===== config.mk =====
export PLATFORM = sky130hd
export DESIGN_NAME = modport_fifo
export DESIGN_NICKNAME = d
export VERILOG_FILES = /design/src/rtl/fifo_pkg.sv /design/src/rtl/fifo_mem.sv /design/src/rtl/modport_fifo.sv
export SDC_FILE = /design/constraint.sdc
export NUM_CORES = 1
export LEC_CHECK = 0
export ABC_AREA = 1
export CORE_MARGIN = 5
export CORE_UTILIZATION = 53
export DETAILED_ROUTE_END_ITERATION = 10
export GPL_ROUTABILITY_DRIVEN = 0
export HOLD_SLACK_MARGIN = 0.12
export PLACE_DENSITY = 0.75
export SYNTH_ARGS = -nofsm -noshare
export SYNTH_HDL_FRONTEND = slang
export SYNTH_SLANG_ARGS = --single-unit
export TNS_END_PERCENT = 100

===== constraint.sdc =====
create_clock -name clk -period 1.8 [get_ports clk]
set_input_delay 0.36 -clock clk [delete_from_list [all_inputs] [get_ports clk]]
set_output_delay 0.36 -clock clk [all_outputs]
set_load 0.01 [all_outputs]

===== src/rtl/fifo_pkg.sv =====
// Shared definitions for the modport_fifo slice.
// Holds the default data width and depth used by the FIFO top and its
// storage sub-module, and a byte-wide data type for users of the default
// configuration.
package fifo_pkg;

    localparam int DATA_W_DEF = 8;
    localparam int DEPTH_DEF  = 8;

    typedef logic [DATA_W_DEF-1:0] data_t;

endpackage : fifo_pkg


===== src/rtl/fifo_mem.sv =====
// Storage array for modport_fifo: DEPTH x DATA_W entries with one
// synchronous write port and one registered read port.
// Ports:
//   clk    - rising-edge clock
//   reset  - synchronous active-low reset; clears only the read register
//   we     - write enable; wdata stored at waddr on the edge
//   waddr  - write address
//   wdata  - write data
//   re     - read enable; mem[raddr] loaded into rdata on the edge
//   raddr  - read address
//   rdata  - registered read data, holds its value while re is low
module fifo_mem
    import fifo_pkg::*;
#(
    parameter int DATA_W = DATA_W_DEF,
    parameter int DEPTH  = DEPTH_DEF,
    parameter int AW     = $clog2(DEPTH)
) (
    input  logic              clk,
    input  logic              reset,
    input  logic              we,
    input  logic [AW-1:0]     waddr,
    input  logic [DATA_W-1:0] wdata,
    input  logic              re,
    input  logic [AW-1:0]     raddr,
    output logic [DATA_W-1:0] rdata
);

    // Array contents are deliberately left out of reset so the array can map
    // onto block or distributed RAM.
    logic [DATA_W-1:0] mem [DEPTH];
    logic [DATA_W-1:0] rdata_reg;

    always_ff @(posedge clk) begin
        if (we) begin
            mem[waddr] <= wdata;
        end
    end

    // Output register carries the reset so data_out reads zero after reset.
    always_ff @(posedge clk) begin
        if (!reset) begin
            rdata_reg <= '0;
        end else if (re) begin
            rdata_reg <= mem[raddr];
        end
    end

    assign rdata = rdata_reg;

endmodule : fifo_mem


===== src/rtl/modport_fifo.sv =====
// Synchronous single-clock FIFO on a write/read strobe interface.
// A producer pushes data_in with wr, a consumer pops with rd; the popped
// entry appears on data_out one cycle after the accepting edge.
// Ports:
//   clk      - rising-edge clock
//   reset    - synchronous active-low reset; empties the FIFO, data_out=0
//   wr       - write request, accepted when not full
//   rd       - read request, accepted when not empty
//   data_in  - write data, sampled on the accepting edge
//   full     - count == DEPTH
//   empty    - count == 0
//   data_out - registered read data, holds when no read is accepted
module modport_fifo
    import fifo_pkg::*;
#(
    parameter int DATA_W = DATA_W_DEF,
    parameter int DEPTH  = DEPTH_DEF
) (
    input  logic              clk,
    input  logic              reset,
    input  logic              wr,
    input  logic              rd,
    input  logic [DATA_W-1:0] data_in,
    output logic              full,
    output logic              empty,
    output logic [DATA_W-1:0] data_out
);

    localparam int AW = $clog2(DEPTH);
    // Count needs one extra bit to represent the completely full state.
    localparam logic [AW:0] FULL_CNT = (AW+1)'(DEPTH);

    logic [AW-1:0] wr_ptr_reg, wr_ptr_next;
    logic [AW-1:0] rd_ptr_reg, rd_ptr_next;
    logic [AW:0]   count_reg,  count_next;
    logic          wr_en, rd_en;

    // Flags decode straight from the registered count, so they always agree
    // with it after every edge.
    assign full  = (count_reg == FULL_CNT);
    assign empty = (count_reg == '0);

    // Acceptance uses the flags as they stand before the edge: no
    // fall-through on empty and no write-through on full.
    assign wr_en = wr & ~full;
    assign rd_en = rd & ~empty;

    always_comb begin
        // DEPTH is a power of two, so plain increment wraps DEPTH-1 -> 0.
        wr_ptr_next = wr_en ? wr_ptr_reg + AW'(1) : wr_ptr_reg;
        rd_ptr_next = rd_en ? rd_ptr_reg + AW'(1) : rd_ptr_reg;
        count_next  = count_reg;
        case ({wr_en, rd_en})
            2'b10:   count_next = count_reg + (AW+1)'(1);
            2'b01:   count_next = count_reg - (AW+1)'(1);
            default: count_next = count_reg;
        endcase
    end

    always_ff @(posedge clk) begin
        if (!reset) begin
            wr_ptr_reg <= '0;
            rd_ptr_reg <= '0;
            count_reg  <= '0;
        end else begin
            wr_ptr_reg <= wr_ptr_next;
            rd_ptr_reg <= rd_ptr_next;
            count_reg  <= count_next;
        end
    end

    // Reset outranks a coincident request, so strobes are masked while it
    // is asserted.
    fifo_mem #(
        .DATA_W (DATA_W),
        .DEPTH  (DEPTH),
        .AW     (AW)
    ) u_mem (
        .clk   (clk),
        .reset (reset),
        .we    (wr_en & reset),
        .waddr (wr_ptr_reg),
        .wdata (data_in),
        .re    (rd_en & reset),
        .raddr (rd_ptr_reg),
        .rdata (data_out)
    );

endmodule : modport_fifo


==> results of run 1 <==
[final cells by class]
type	instances	share of cell area (%)
clock buffers	11	3.51
clock inverters	5	1.22
inverters	69	6.23
multi-input cells	205	23.9
flip-flops and latches	82	53.1
well taps	80	2.32
repair buffers	49	9.68
[per-layer routing]
layer  vias to the layer above  part of all wire [%]  track usage [%]
met2                        83                    48             27.4
met5                         -                     0                0
li1                       1278                     -                -
met4                         0                   3.3             9.65
met3                        18                   6.4             3.49
met1                      1177                    42             22.5
[repair_timing]
| action | in CTS | in global routing |
|---|---|---|
| setup endpoints to repair | 3 | 13 |
| gates resized for setup | 3 | 12 |
| pin swaps | 0 | 7 |
| gates cloned | 0 | 0 |
| buffers inserted | 0 | 2 |
[Yosys cell counts]
master,instances
fa_1,1
o21ai_0,9
or2_2,1
buf_6,4
ha_1,5
nand2_4,1
nor2_1,8
clkbuf_1,1
and3_1,1
nand2_2,2
edfxtp_1,64
nor2_8,1
dfxtp_1,18
buf_4,3
nand2_1,101
clkinv_1,1
nor3_1,5
buf_2,5
inv_4,2
inv_6,1
inv_1,65
xnor2_1,2
nand3_1,52
a21oi_1,16
[power groups by stage]
stage / clock (mW) / combinational, mW / sequential [mW]
final: 1.34 / 1.62 / 2.33
after global routing: 1.45 / 1.81 / 2.35
after CTS: 1.37 / 1.53 / 2.30
after detailed placement: 0 / 1.55 / 2.34
after global placement: 0 / 1.51 / 2.33
after floorplan: 0 / 1.12 / 2.30
[cell families (layout without fill, tap and decap cells)]
family / count (synthesis) / in the layout / share of synthesized area [%]
and+or+nand+nor: 172 / 172 / 20.7
buffers and inverters: 82 / 134 / 10.1
AOI/OAI and AO/OA: 25 / 25 / 3.45
adders and majority gates: 6 / 6 / 2.28
DFF: 82 / 82 / 63.0
xor gates and xnor gates: 2 / 2 / 0.484
[final timing paths]
| path | slack (ns) | to | cells past startpoint |
|---|---|---|---|
| max | 0.03 | count_reg[3] | 13 |
| min | 0.46 | u_mem.rdata[6] | 2 |
| max reg2reg | 0.03 | count_reg[3] | 13 |
| min reg2reg | 0.46 | u_mem.rdata[6] | 2 |
[worst max-delay path, cell delays in order, from the launching register on]
cell and delay, ns:
dfxtp_4 0.36, nor2_4 0.12, nand2_2 0.08, nand2_4 0.06, inv_2 0.04, ha_4 0.16
buf_4 0.15, ha_4 0.25, nand2_1 0.06, nand2_1 0.09, nand3_1 0.08, nand2_1 0.07
nand2_1 0.04, a21oi_1 0.12
[metrics by stage]
step	std cells	hold WS, ns
final	501	0.462
after global placement	483	0.451
after floorplan	369	0.459
after CTS	499	0.465
after global routing	501	0.478
after detailed placement	483	0.453
==> results.toml, run 1 <==
[critical_path]
start_kind = "flop"
crit_fanout = 3
r2r-start = "count_reg[0]"
critPathLaunch = "count_reg[0]"
critPathKind = "reg2reg"
cp_data_arrival_time_ns = 2.05
crit_required_ns = 2.07
end_kind = "flop"

[grt]
antenna_found_initial = 0
grt_pass1_wl_mm = 11.2
grt_remaining_overflow = 0
grt_use_total_pct = 17.4
grt_pass1_vias = 2303
grt_max_degree = 35

[logic_synthesis]
synth_cell_types = 24
synthCells = 369
yosys.area.top_type = "edfxtp_1"
ys_ff_latch = 82
ys_top_cells_by_area = "edfxtp_1, nand2_1, dfxtp_1"
syn_avg_cell_area_um2 = 9.82
ys_seq_area_share_pct = 63.0
netlist_area_mm2 = 0.00362
syn_nets = 387
ys.warnings.count = 0
yosysTopAreaCellShare_pct = 53.0

[power]
power.leakage_nw = 1.86
p_total_mw = 5.30
power_frac_seq_pct = 44.0
netSwitchingPower_mw = 1.71
pwr-share-clk_pct = 25.4
p_per_area_mw_per_mm2 = 1230
sw_frac_of_total_pct = 32.2
combPwrFrac_pct = 30.6
ir_worst_vdd_mv = 0.667
p_int_mw = 3.59

[timing]
finalSetupTns_ns = 0
rsz0062_at_grt = "true"
post-route-period-util_pct = 98.6
slew_headroom_pct = 73.0
slew_viol_final = 0
finalSetupViolations = 0
fin_crit_ns = 1.77
worstMarginPinSlew_ns = 0.405
max_clock_freq_ghz = 0.564
fin_ws_ns = 0.0255
hold_violations = 0
finClkSkew_ns = 0.00708

[cells_and_area]
drive_gt1_share_pct = 14.7
area_growth_pct = 19.1
seq_area_mm2 = 0.00229
n_antenna_cell = 0
multi_input_area_mm2 = 0.00103
final_common_cell = "nand2_1"
fill_cells = 523
utilization_pct = 64.2
layout_common_cells = "nand2_1, inv_1, edfxtp_1"
final_nets = 434
final_area_mm2 = 0.00432
largest_reg_flops = 64

[clock_tree]
cts_tree = "done"
cts_buffers = 9
root_buffer = "clkbuf_8"
cts_buffer_depth = 2
cts_hold_buf = 0
clk_pin_slew_ns = 0.08
htree_levels = 3
cts.sinks = 82
clkLatencyLatePin_ns = 0.35

[min_path]
hold_class = "reg2reg"
hold_start = "u_mem.rdata[6]"

[floorplan]
die_height_um = 92.7
rows = 30
dieWidth_um = 92.7
core-area_mm2 = 0.00672
ios = 22
die-area_mm2 = 0.00859
start_util_pct = 53.9

[place]
place_area_mm2 = 0.00405
dpl.hpwl_mm = 4.83
place_ws_ns = -0.248
port_buffers = 21

[drt]
vias = 2556
routedWlPerCell_um = 14.4
drc = 0
vias_per_cell = 5.10
wl_mm = 7.23
initialDrtViolationCount = 215
first_pass_iters = 5
detail-route-antenna-nets = 0

[status]
outcome = "completed"

[job]
maxCapViolations = 0
Note: power is estimated with default switching activity, not from simulation.
==> run 2: changes to the inputs <==
- PLACE_DENSITY: 0.75 -> 0.76
- SKIP_CTS_REPAIR_TIMING: default -> 1
==> results.toml, run 2 (synthesis gave the netlist of run 1 again) <==
[power]
sw_frac_of_total_pct = 31.5
combPwrFrac_pct = 28.8
p_int_mw = 3.76
ir_worst_vdd_mv = 0.711
p_per_area_mw_per_mm2 = 1280
netSwitchingPower_mw = 1.73
power_frac_seq_pct = 42.4
p_total_mw = 5.49
power.leakage_nw = 1.87
pwr-share-clk_pct = 28.8

[floorplan]
ios = 22
start_util_pct = 53.9
core-area_mm2 = 0.00672
rows = 30
dieWidth_um = 92.7
die-area_mm2 = 0.00859
die_height_um = 92.7

[critical_path]
end_kind = "flop"
crit_required_ns = 2.08
cp_slowest_stage_delay_ns = 0.36
cp_data_arrival_time_ns = 2.05
critPathKind = "reg2reg"
crit_slowest_cell = "dfxtp_2"
start_kind = "flop"
cp_common_cell = "nand2_1"
crit_fanout = 3
path_cells = "nor2_2 > nand2_2 > nand2_4 > inv_2 > ha_4 > buf_4 > ha_1 > nand2_1 > nand2_1 > nand2_1 > nand2_1 > nand2_1 > nand2_1 > a21oi_1"

[clock_tree]
cts.sinks = 82
root_buffer = "clkbuf_8"
clkLatencyLatePin_ns = 0.35
cts_buffer_depth = 2
clk_pin_slew_ns = 0.08
cts_buffers = 9
cts_tree = "done"
htree_levels = 3

[grt]
antenna_found_initial = 0
grt_max_degree = 35
grt_pass1_wl_mm = 11.9
grt_pass1_vias = 2430
grt_remaining_overflow = 0
grt_use_total_pct = 18.5

[place]
place_area_mm2 = 0.00403
dpl.hpwl_mm = 4.93
port_buffers = 21

[cells_and_area]
area_growth_pct = 18.7
drive_gt1_share_pct = 13.7
final_nets = 429
n_antenna_cell = 0
seq_area_mm2 = 0.00229
utilization_pct = 64.0
final_area_mm2 = 0.00430
multi_input_area_mm2 = 0.00102
layout_common_cells = "nand2_1, inv_1, edfxtp_1"
final_common_cell = "nand2_1"
largest_reg_flops = 64
fill_cells = 542

[timing]
fin_crit_ns = 1.77
hold_violations = 0
finClkSkew_ns = 0.00527
slew_viol_final = 0
worstMarginPinSlew_ns = 0.408
post-route-period-util_pct = 98.4
max_clock_freq_ghz = 0.565
whs_ns = 0.471
slew_headroom_pct = 72.8
finalSetupTns_ns = 0
rsz0062_at_grt = "true"
finalSetupViolations = 0

[status]
outcome = "completed"

[drt]
drc = 0
wl_mm = 7.45
vias = 2561
vias_per_cell = 5.16
initialDrtViolationCount = 163
detail-route-antenna-nets = 0
routedWlPerCell_um = 15.0
first_pass_iters = 4

[min_path]
hold_class = "reg2reg"

[job]
maxCapViolations = 0
[run 2: routing by layer]
layer | global-route usage [%] | part of all wire, % | vias up
li1 | - | - | 1272
met1 | 23.6 | 42 | 1195
met2 | 29.9 | 49 | 79
met3 | 4.14 | 7.0 | 15
met4 | 9.28 | 2.4 | 0
met5 | 0 | 0 | -
[run 2: critical path: cells and delay by family, from the launching register on]
| kind | cells | cell delay [ns] |
|---|---|---|
| AOI/OAI and AO/OA | 1 | 0.12 |
| adders and majority gates | 2 | 0.44 |
| buffers and inverters | 2 | 0.19 |
| DFF | 1 | 0.36 |
| and+or+nand+nor | 9 | 0.60 |
[run 2: path summary, 6_finish.rpt]
kind | cells after the start | slack, ns | to | startpoint
worst max-delay path | 14 | 0.03 | count_reg[3] | count_reg[2]
worst min-delay path | 2 | 0.47 | u_mem.rdata[4] | u_mem.rdata[4]
worst max register to register | 14 | 0.03 | count_reg[3] | count_reg[2]
worst min register to register | 2 | 0.47 | u_mem.rdata[4] | u_mem.rdata[4]
[run 2: area by class of cell]
type	count	area share, %
clock buffer	9	2.88
clock inverter	7	2.71
inverter	69	6.26
multi-input combinational	205	23.6
sequential	82	53.2
tap	80	2.33
timing repair buffer	44	9.02
[run 2: metrics by stage]
stage	setup WS [ns]	instances
2_1_floorplan	0.00973	369
3_3_place_gp	-0.217	480
3_5_place_dp	-0.261	480
4_1_cts	-0.170	496
5_1_grt	-0.0764	496
6_report	0.0293	496
[run 2: power groups by stage]
stage / logic (mW) / clock network, mW / registers, mW
2_1_floorplan: 1.12 / 0 / 2.30
3_3_place_gp: 1.49 / 0 / 2.33
3_5_place_dp: 1.54 / 0 / 2.34
4_1_cts: 1.56 / 1.61 / 2.30
5_1_grt: 1.77 / 1.71 / 2.34
6_report: 1.58 / 1.58 / 2.33
==> run 3: changes to the inputs <==
- CORE_UTILIZATION: 53 -> 50
- PLACE_DENSITY: 0.76 -> 0.73
==> results.toml, run 3 (synthesis gave the netlist of run 1 again) <==
[cells_and_area]
seq_area_mm2 = 0.00229
utilization_pct = 59.9
final_area_mm2 = 0.00428
final_nets = 428
fill_cells = 619
largest_reg_flops = 64
area_growth_pct = 18.0
final_common_cell = "nand2_1"
layout_common_cells = "nand2_1, inv_1, edfxtp_1"
drive_gt1_share_pct = 12.3
n_antenna_cell = 0
multi_input_area_mm2 = 0.00101

[power]
power.leakage_nw = 1.83
p_per_area_mw_per_mm2 = 1220
ir_worst_vdd_mv = 0.511

[clock_tree]
cts_buffers = 9
cts_tree = "done"
root_buffer = "clkbuf_8"
htree_levels = 3
clk_pin_slew_ns = 0.08
cts_buffer_depth = 2
clkLatencyLatePin_ns = 0.34
cts.sinks = 82

[critical_path]
cp_slowest_stage_delay_ns = 0.39
end_kind = "flop"
crit_slowest_cell = "dfxtp_2"
start_kind = "flop"
crit_required_ns = 2.08
cp_common_cell = "nand2_1"
critPathLaunch = "count_reg[2]"
r2r-start = "count_reg[2]"
critPathKind = "reg2reg"
reg2reg_depth = 13
cp_data_arrival_time_ns = 2.11
path_cells = "inv_1 > nand3_1 > nand2_2 > ha_4 > buf_4 > ha_1 > nand2_1 > nand2_1 > nand2_1 > nand2_1 > nand2_1 > nand2_1 > a21oi_2"
crit_fanout = 3

[min_path]
hold_depth = 2
hold_class = "reg2reg"
hold_start = "u_mem.rdata[6]"

[place]
dpl.hpwl_mm = 4.72
place_area_mm2 = 0.00405
place_ws_ns = -0.300
port_buffers = 21

[drt]
routedWlPerCell_um = 13.7
detail-route-antenna-nets = 0
initialDrtViolationCount = 120
wl_mm = 7.05
vias_per_cell = 4.86
first_pass_iters = 4
vias = 2500
drc = 0

[grt]
grt_remaining_overflow = 0
grt_pass1_vias = 2363
grt_max_degree = 35
antenna_found_initial = 0
grt_use_total_pct = 16.9
grt_pass1_wl_mm = 11.3

[timing]
fin_ws_ns = -0.0286
worstMarginPinSlew_ns = 0.428
fin_crit_ns = 1.83
slew_viol_final = 0
finalSetupViolations = 1
slew_headroom_pct = 71.4
finClkSkew_ns = 0.0133
max_clock_freq_ghz = 0.547
hold_violations = 0
rsz0062_at_grt = "true"
post-route-period-util_pct = 102
finalSetupTns_ns = -0.0286

[floorplan]
ios = 22
die_height_um = 95.1
dieWidth_um = 95.1
start_util_pct = 50.8
die-area_mm2 = 0.00905
core-area_mm2 = 0.00714
rows = 31

[status]
violations = "setup timing"
outcome = "finished with violations"

[job]
maxCapViolations = 0
[run 3: worst paths after layout]
check | end | slack, ns
min reg2reg | u_mem.rdata[6] | 0.46
max | count_reg[3] | -0.03
max reg2reg | count_reg[3] | -0.03
min | u_mem.rdata[6] | 0.46
[run 3: per-layer routing]
metal	routed length, µm	global-route usage (%)	up-vias	part of all wire, %
met5	0	0	-	0
met4	128	7.21	0	1.8
met3	378	3.79	10	5.4
met2	3400	27.8	68	48
met1	3140	21.5	1150	45
li1	-	-	1272	-
[run 3: area by class of cell]
cell class              count  area share (%)
clock buffers              14            3.57
clock inverters             2           0.878
inverters                  69            6.29
multi-input cells         205            23.7
flip-flops and latches     82            53.5
well taps                  99            2.90
repair buffers             43            9.19
[run 3: where the power goes]
| group | internal, mW | switching (mW) | total (mW) |
|---|---|---|---|
| clock network | 0.683 | 0.611 | 1.29 |
| registers | 2.18 | 0.131 | 2.31 |
| logic | 0.679 | 0.927 | 1.61 |
| total | 3.54 | 1.67 | 5.21 |
[run 3: critical path: cells and delay by family, from the launching register on]
| kind | cells | cell delay, ns |
|---|---|---|
| and+or+nand+nor | 8 | 0.60 |
| buffers and inverters | 2 | 0.22 |
| DFF | 1 | 0.39 |
| adders and majority gates | 2 | 0.46 |
| AOI/OAI and AO/OA | 1 | 0.11 |
[run 3: through the flow]
stage / std cells / hold slack (ns) / total power [mW]
5_1_grt: 514 / 0.496 / 5.53
2_1_floorplan: 369 / 0.459 / 3.43
4_1_cts: 514 / 0.465 / 5.20
6_report: 514 / 0.463 / 5.21
3_5_place_dp: 498 / 0.454 / 3.91
3_3_place_gp: 498 / 0.451 / 3.85
